`config.mk`:
```
export PLATFORM = sky130hd
export DESIGN_NAME = sprite_blitter
export DESIGN_NICKNAME = d
export VERILOG_FILES = /design/src/rtl/blit_pkg.sv /design/src/rtl/blit_addr_gen.sv /design/src/rtl/sprite_blitter.sv
export SDC_FILE = /design/constraint.sdc
export NUM_CORES = 1
export LEC_CHECK = 0
export CORE_UTILIZATION = 39
export CTS_CLUSTER_DIAMETER = 50
export DETAILED_ROUTE_END_ITERATION = 6
export PLACE_DENSITY_LB_ADDON = 0.05
export REMOVE_ABC_BUFFERS = 1
export SLEW_MARGIN = 20
export SYNTH_ARGS = -nofsm -noshare
export SYNTH_HDL_FRONTEND = slang
export SYNTH_SLANG_ARGS = --single-unit
```
`constraint.sdc`:
```
create_clock -name Clk -period 2.35 [get_ports Clk]
set_input_delay 0.47 -clock Clk [delete_from_list [all_inputs] [get_ports Clk]]
set_output_delay 0.47 -clock Clk [all_outputs]
set_load 0.01 [all_outputs]
```
`src/rtl/blit_pkg.sv`:
```
// Shared screen geometry, pixel format and blitter state encoding.
package blit_pkg;
  localparam int SCREEN_W = 640;
  localparam int SCREEN_H = 480;
  localparam int PIX_W    = 5;
  localparam int FB_AW    = 19;

  localparam logic [PIX_W-1:0] TRANSPARENT = 5'd0;

  typedef enum logic [1:0] {
    IDLE  = 2'd0,
    RUN   = 2'd1,
    DRAIN = 2'd2,
    DONE  = 2'd3
  } blit_state_t;
endpackage

```
`src/rtl/blit_addr_gen.sv`:
```
// Raster walker over the sprite: row/col counters, ROM address and screen
// coordinates/linear address for the pixel currently being fetched.
module blit_addr_gen
  import blit_pkg::*;
#(
  parameter int SPR_W  = 32,
  parameter int SPR_H  = 32,
  parameter int ROM_AW = 11
) (
  input  logic              Clk,
  input  logic              Reset,
  input  logic              load_i,
  input  logic              adv_i,
  input  logic [9:0]        pos_x_i,
  input  logic [9:0]        pos_y_i,
  input  logic [ROM_AW-1:0] frame_base_i,
  output logic [ROM_AW-1:0] rom_addr_o,
  output logic [10:0]       sx_o,
  output logic [10:0]       sy_o,
  output logic [FB_AW-1:0]  fb_addr_o,
  output logic              last_o
);
  localparam int CW = (SPR_W > 1) ? $clog2(SPR_W) : 1;
  localparam int RW = (SPR_H > 1) ? $clog2(SPR_H) : 1;
  localparam logic [FB_AW-1:0] ROW_STEP = FB_AW'(SCREEN_W);

  logic [CW-1:0]     col_q;
  logic [RW-1:0]     row_q;
  logic [FB_AW-1:0]  row_base_q;
  logic [9:0]        px_q, py_q;
  logic [ROM_AW-1:0] base_q;

  always_ff @(posedge Clk) begin
    if (Reset) begin
      col_q      <= '0;
      row_q      <= '0;
      row_base_q <= '0;
      px_q       <= '0;
      py_q       <= '0;
      base_q     <= '0;
    end else if (load_i) begin
      col_q      <= '0;
      row_q      <= '0;
      // y*640 as y*512 + y*128
      row_base_q <= (FB_AW'(pos_y_i) << 9) + (FB_AW'(pos_y_i) << 7);
      px_q       <= pos_x_i;
      py_q       <= pos_y_i;
      base_q     <= frame_base_i;
    end else if (adv_i) begin
      if (col_q == CW'(SPR_W - 1)) begin
        col_q      <= '0;
        row_q      <= row_q + RW'(1);
        row_base_q <= row_base_q + ROW_STEP;
      end else begin
        col_q <= col_q + CW'(1);
      end
    end
  end

  // SPR_W is a power of two, so row*SPR_W + col is a plain concatenation
  assign rom_addr_o = base_q + ROM_AW'({row_q, col_q});
  assign sx_o       = {1'b0, px_q} + 11'(col_q);
  assign sy_o       = {1'b0, py_q} + 11'(row_q);
  assign fb_addr_o  = row_base_q + FB_AW'(px_q) + FB_AW'(col_q);
  assign last_o     = (row_q == RW'(SPR_H - 1)) && (col_q == CW'(SPR_W - 1));
endmodule

```
`src/rtl/sprite_blitter.sv`:
```
// Sprite blitter: copies one sprite frame from ROM into the frame buffer with
// transparency and right/bottom clipping, one pixel per clock.
module sprite_blitter
  import blit_pkg::*;
#(
  parameter int SPR_W  = 32,
  parameter int SPR_H  = 32,
  parameter int ROM_AW = 11
) (
  input  logic              Clk,
  input  logic              Reset,
  input  logic              start,
  input  logic [9:0]        pos_x,
  input  logic [9:0]        pos_y,
  input  logic [ROM_AW-1:0] frame_base,
  output logic              busy,
  output logic              done,
  output logic [ROM_AW-1:0] rom_addr,
  input  logic [PIX_W-1:0]  rom_data,
  output logic              fb_we,
  output logic [FB_AW-1:0]  fb_addr,
  output logic [PIX_W-1:0]  fb_data
);
  blit_state_t state_q, state_d;
  logic        load, adv, last;
  logic [10:0] sx, sy;
  logic [FB_AW-1:0] fb_addr_gen;

  logic             valid_q;
  logic [10:0]      sx_q, sy_q;
  logic [FB_AW-1:0] fb_addr_q;

  blit_addr_gen #(
    .SPR_W  (SPR_W),
    .SPR_H  (SPR_H),
    .ROM_AW (ROM_AW)
  ) u_addr_gen (
    .Clk          (Clk),
    .Reset        (Reset),
    .load_i       (load),
    .adv_i        (adv),
    .pos_x_i      (pos_x),
    .pos_y_i      (pos_y),
    .frame_base_i (frame_base),
    .rom_addr_o   (rom_addr),
    .sx_o         (sx),
    .sy_o         (sy),
    .fb_addr_o    (fb_addr_gen),
    .last_o       (last)
  );

  always_ff @(posedge Clk) begin
    if (Reset) state_q <= IDLE;
    else       state_q <= state_d;
  end

  always_comb begin
    state_d = state_q;
    load    = 1'b0;
    adv     = 1'b0;
    case (state_q)
      IDLE: begin
        if (start) begin
          load    = 1'b1;
          state_d = RUN;
        end
      end
      RUN: begin
        adv = 1'b1;
        if (last) state_d = DRAIN;
      end
      DRAIN:   state_d = DONE;
      DONE:    state_d = IDLE;
      default: state_d = IDLE;
    endcase
  end

  // Write stage: one cycle behind the ROM address, aligned with rom_data
  always_ff @(posedge Clk) begin
    if (Reset) begin
      valid_q   <= 1'b0;
      fb_addr_q <= '0;
    end else begin
      valid_q <= (state_q == RUN);
      if (state_q == RUN) fb_addr_q <= fb_addr_gen;
    end
  end

  always_ff @(posedge Clk) begin
    sx_q <= sx;
    sy_q <= sy;
  end

  assign fb_we   = valid_q && (rom_data != TRANSPARENT) &&
                   (sx_q < 11'(SCREEN_W)) && (sy_q < 11'(SCREEN_H));
  assign fb_addr = fb_addr_q;
  assign fb_data = valid_q ? rom_data : '0;
  assign busy    = (state_q == RUN) || (state_q == DRAIN);
  assign done    = (state_q == DONE);
endmodule

```
Yosys cells after proc, flatten, opt, wreduce, memory -nomap -nowiden. Index checks and enable logic that the tools add are counted.

Logic and storage cells: 53. Memory bits (writable): 0. Flip-flop bits (word level): 104. Input bits: 39. Memories: 0. Output and inout port bits: 38. ROM bits: 0. Bits in latches: 0.

Multiplexer cells: 11. Bitwise operators: 0. Divide/modulo/power cells: 0. Magnitude comparators: 2. Shift-type cells: 0. Reductions and logical operators: 13. Equal/unequal tests: 7. Add/sub/neg operators: 9. Multiply operators: 0.

Operators by type and width (count): two-way mux 19 bit (3); adder 10 x 5 -> 11 bit (2); adder 19 x 10 -> 19 bit (1); adder 19 x 10 -> 19 bit, second input constant (1); adder 19 x 17 -> 19 bit (1); adder 19 x 5 -> 19 bit (1); adder 11 x 10 -> 11 bit (1); < comparator 11 x 10 -> 1 bit, second input constant (1); < comparator 11 x 9 -> 1 bit, second input constant (1); adder 5 x 1 -> 5 bit, second input constant (2); equality test 5 bit, second input constant (2); two-way mux 5 bit (2); one-hot mux 2 bit (4 select lines) (1); AND reduction 2 bit (3); nonzero test 5 bit (1); equality test 2 bit, second input constant (2); logical AND 1 bit (4); two-way mux 2 bit (2); != test 2 bit, second input constant (2); nonzero test 2 bit (2); two-way mux 1 bit (3); equality test 2 x 1 -> 1 bit, second input constant (1); logical NOT 2 bit (1); OR reduction 2 bit (1); logical OR 1 bit (1).

Longest topological paths before layout.
Depth in word-level cells: 4. Mapped depth: 9. Depth with buffers taken out: 9.

Hierarchy. From an unflattened synthesis, not the netlist that was laid out.

Cells, all modules: 620. Area, all modules: 5425.2 um^2.

By module, submodules not included: blit_addr_gen (area an instance 4300.4 um^2, instances 1, cells each 517, seq. area each 1061.0 um^2); sprite_blitter (area an instance 1124.8 um^2, instances 1, cells each 103, seq. area each 640.6 um^2).

Worst setup path before layout. OpenSTA, ideal clock, no wires.

Kind: reg2reg. From: register u_addr_gen.col_q[1]. To: register fb_addr_q[9], in the netlist fb_addr[9]. Data arrival time: 2213 ps. Buffers on the path: 0. Clock period less this slack: 2308 ps. Cell stages (with the launch flop): 10. Library setup time: 95 ps. Path slack: 42 ps. Data required time: 2255 ps. Path through: dfxtp_1 -> ha_1 -> ha_1 -> inv_1 -> fa_1 -> nor2b_4 -> o31a_1 -> o2111a_1 -> or4_1 -> o311ai_1.

Cells in the longest elaborated chain, start to end: 1.

Ends and longest elaborated chain: start: declaration (RTL line blit_addr_gen.sv:27) `logic [CW-1:0] col_q;`; start signal: assignment (RTL line blit_addr_gen.sv:55) `col_q <= col_q + CW'(1);`; adder 19 x 5 -> 19 bit (RTL line blit_addr_gen.sv:64) `assign fb_addr_o = row_base_q + FB_AW'(px_q) + FB_AW'(col_q);`; end signal: assignment (RTL line sprite_blitter.sv:85) `if (state_q == RUN) fb_addr_q <= fb_addr_gen;`; end: declaration (RTL line sprite_blitter.sv:31) `logic [FB_AW-1:0] fb_addr_q;`.

No other way between the ends. A chain may end at the register's enable or synchronous reset.

Worst setup path after layout.
From: register u_addr_gen.col_q[0]. To: output port rom_addr[10].

Cells in the longest elaborated chain, start to end: 1.

Ends and longest elaborated chain: adder 11 x 10 -> 11 bit (RTL line blit_addr_gen.sv:61) `assign rom_addr_o = base_q + ROM_AW'({row_q, col_q});`; end: declaration (RTL line sprite_blitter.sv:18) `output logic [ROM_AW-1:0] rom_addr,`.

No other way between the ends.

==> impl_metrics.env <==
export IMPL_power_frac_comb_pct=41.3
export IMPL_grt_use_met3_pct=4.722
export IMPL_slowest_stage="or4_4"
export IMPL_p_leak_nw=3.061
export IMPL_hold_ws_ns=0.4627
export IMPL_ys_flop_type="dfxtp_1"
export IMPL_rr_worst_depth=10
export IMPL_cts_tree="done"
export IMPL_dp_hpwl_um=10030
export IMPL_post_route_min_period_ns=2.552
export IMPL_syn_inst=623
export IMPL_endpoint="rom_addr[10]"
export IMPL_grt_pass1_wl_um=22300
export IMPL_htree_levels=3
export IMPL_cp_required_ns=1.88
export IMPL_clock_sinks=85
export IMPL_yosysUniqueCellTypes=63
export IMPL_final_cell_mix="nand2_1 (94), buf_4 (83), dfxtp_1 (76), clkdlybuf4s50_1 (65), a21oi_1 (59)"
export IMPL_power_mw=5.912
export IMPL_dieArea_um2=13540
export IMPL_gp_congestion=0.8030
export IMPL_ctsRootBufferMaster="clkbuf_16"
export IMPL_wl_per_cell_um=14.51
export IMPL_antenna_cells=0
export IMPL_finalWirelength_um=13770
export IMPL_ys_warn_count=0
export IMPL_grt_overflow=0
export IMPL_dieWidth_um=116.4
export IMPL_cp_max_fo=2
export IMPL_met1_usage_pct=28.50
export IMPL_fp_dieH_um=116.4
export IMPL_initial_core_util_pct=40.26
export IMPL_yosysSeqAreaShare_pct=33.36
export IMPL_grt_max_degree=28
export IMPL_seqPwrFrac_pct=34.6
export IMPL_synth_edf_count=0
export IMPL_netSwitchingFraction_pct=36.38
export IMPL_drc=0
export IMPL_cp_arrival_ns=2.08
export IMPL_maxSlewViolCount=0
export IMPL_antenna_found_initial=0
export IMPL_drive_gt1_share_pct=22.78
export IMPL_nets=865
export IMPL_cts_buffers=9
export IMPL_startpoint="u_addr_gen.col_q[0]"
export IMPL_portBuffers=76
export IMPL_timing_slew_headroom_pct=69.45
export IMPL_layout_commonest_cell="nand2_1"
export IMPL_area_delta_synth_final_pct=42.09
export IMPL_cellPowerDensity_nw_per_um2=815.6
export IMPL_rrSetupSlack_ns=-0.05
export IMPL_cap_viol_max_count=0
export IMPL_vias_per_cell=5.089
export IMPL_worst_clock_skew_ns=0.007320
export IMPL_ioPinCount=77
export IMPL_core_um2=12670
export IMPL_clockPowerShare_pct=24.1
export IMPL_drt_iter0_markers=223
export IMPL_status="finished with violations"
export IMPL_fp_row_count=41
export IMPL_vias=4829
export IMPL_final_antenna_net_count=0
export IMPL_syn_area_per_cell_um2=8.188
export IMPL_syn_area_um2=5101
export IMPL_path_clk_slew_ns=0.06
export IMPL_worst_slew_pin_slew_ns=0.4582
export IMPL_max_clock_freq_mhz=391.9
export IMPL_critPathKind="reg2out"
export IMPL_grt_pass1_vias=4641
export IMPL_endpoint_kind="primary output"
export IMPL_finalHoldViolCount=0
export IMPL_finalCritPeriodShare_pct=108.6
export IMPL_insertion_delay_ns=0.35
export IMPL_crit_chain="ha_4, inv_2, fa_2, nor2b_4, o21ai_4, a31oi_4, or4_4, nand3_1, buf_2"
export IMPL_hp_class="reg2reg"
export IMPL_ir_worst_vdd_uv=380.4
export IMPL_max_stage_delay_ns=0.42
export IMPL_rr_endpoint="fb_addr[17]"
export IMPL_grt_met2_usage_pct=34.56
export IMPL_clk_path_buf_depth=2
export IMPL_grt_busiest_layer="met2"
export IMPL_p_int_mw=3.761
export IMPL_rsz0062_at_grt="yes"
export IMPL_reg2reg_from="u_addr_gen.col_q[1]"
export IMPL_power_switching_mw=2.150
export IMPL_dr_pass1_iters=4
export IMPL_setup_violations=8
export IMPL_failed_checks="setup timing"
export IMPL_n_fill_cell=1185
export IMPL_track_usage_pct=21.27
export IMPL_critPathLaunchType="flip-flop"
export IMPL_synth_seq_cells=85
export IMPL_async_reset_ff_share_pct=0
export IMPL_finalSetupTns_ns=-0.8476
export IMPL_layout_setup_ws_ns=-0.2019
power groups by stage:
stage	Sequential (mW)	Combinational (mW)	Clock, mW
2_1_floorplan	2.06	1.27	0
3_3_place_gp	2.04	2.34	0
3_5_place_dp	2.05	2.37	0
4_1_cts	2.04	2.39	1.46
5_1_grt	2.09	2.71	1.53
6_report	2.05	2.44	1.43
logic make-up after synthesis:
logic type               Yosys count  synth area share [%]
buffers and inverters             48                 3.826
AO/OA/AOI/OAI                    149                 18.86
XOR/XNOR                          35                 6.009
AND/OR/NAND/NOR                  244                 22.66
flip-flops                        85                 33.36
adder cells (fa/ha/maj)           54                 13.69
multiplexers                       8                 1.594
area by class of cell:
class,instances,area [um2],area share [%]
multi-input combinational,490,3531,48.71
sequential,85,1723,23.77
timing repair buffer,166,1411,19.47
clock buffer,10,229.0,3.159
tap,172,215.2,2.969
inverter,20,75.07,1.036
clock inverter,6,63.81,0.8804
synthesized netlist by cell type (all sizes together) (4+ instances only):
cell type / instances / share of area, %
or3: 6 / 0.76
nand4: 9 / 1.1
mux2i: 7 / 1.4
nand3: 12 / 1.2
nor2: 57 / 4.2
inv: 19 / 1.4
a21o: 7 / 1.0
clkbuf: 17 / 1.3
nor2b: 7 / 1.0
and3: 9 / 1.1
and2: 9 / 1.1
o21a: 5 / 1.0
a211oi: 14 / 2.1
nor4: 8 / 0.98
nand2b: 6 / 0.74
o211ai: 8 / 1.2
xor2: 17 / 2.9
nand2: 97 / 7.1
xnor2: 18 / 3.1
a2111oi: 4 / 0.93
buf: 11 / 1.1
dfxtp: 85 / 33
nor3: 10 / 0.98
o21ai: 23 / 2.3
ha: 51 / 13
a21oi: 64 / 6.3
layer usage:
layer | vias to the layer above | wire [um]
met5 | - | 0
met4 | 0 | 140
met3 | 10 | 483
met2 | 73 | 6444
met1 | 2237 | 6703
li1 | 2509 | -
worst min path at each step:
stage	start	slack (ns)	to	cells after the start
finish	u_addr_gen.base_q[8]	0.46	u_addr_gen.base_q[8]	2
global route	u_addr_gen.base_q[8]	0.49	u_addr_gen.base_q[8]	2
CTS	u_addr_gen.base_q[8]	0.46	u_addr_gen.base_q[8]	2
detailed placement	u_addr_gen.base_q[7]	0.45	u_addr_gen.base_q[7]	2
global placement	u_addr_gen.py_q[0]	0.45	u_addr_gen.py_q[0]	2
floorplan	u_addr_gen.py_q[0]	0.43	u_addr_gen.py_q[0]	2
worst max-delay path: cells and delay by family, from the launching register on:
kind | cells | cell delay (ns)
simple gates | 3 | 0.57
flops | 1 | 0.33
buf+inv | 2 | 0.18
fa+ha+maj | 2 | 0.38
compound gates | 2 | 0.28
what timing repair did:
| item | 4_1_cts | 5_1_grt |
|---|---|---|
| resized for setup | 78 | 39 |
| hold endpoints to repair | 0 | 0 |
| endpoints found under the setup margin | 18 | 24 |
| setup buffers | 6 | 5 |
| pin swaps | 21 | 26 |
| hold buffers | 0 | 0 |
state kept, by name, summed over array words and instances (netlist names), 2 cells and up:
name                   cells
u_addr_gen.row_base_q     12
fb_addr                   19
sx_q                       4
u_addr_gen.py_q           10
u_addr_gen.col_q           5
u_addr_gen.px_q           10
state_q                    2
sy_q                       6
u_addr_gen.base_q         11
u_addr_gen.row_q           5
metrics by stage:
stage	cells	util, %	setup slack, ns	cell area (um2)
2_1_floorplan	595	-	-0.2817	4981
6_report	949	57.20	-0.2019	7248
4_1_cts	945	55.70	-0.2308	7058
3_3_place_gp	923	51.71	-0.3101	6553
5_1_grt	949	57.20	-0.2937	7248
3_5_place_dp	923	51.71	-0.3888	6553
No activity file was read; power rests on OpenSTA's default activity.
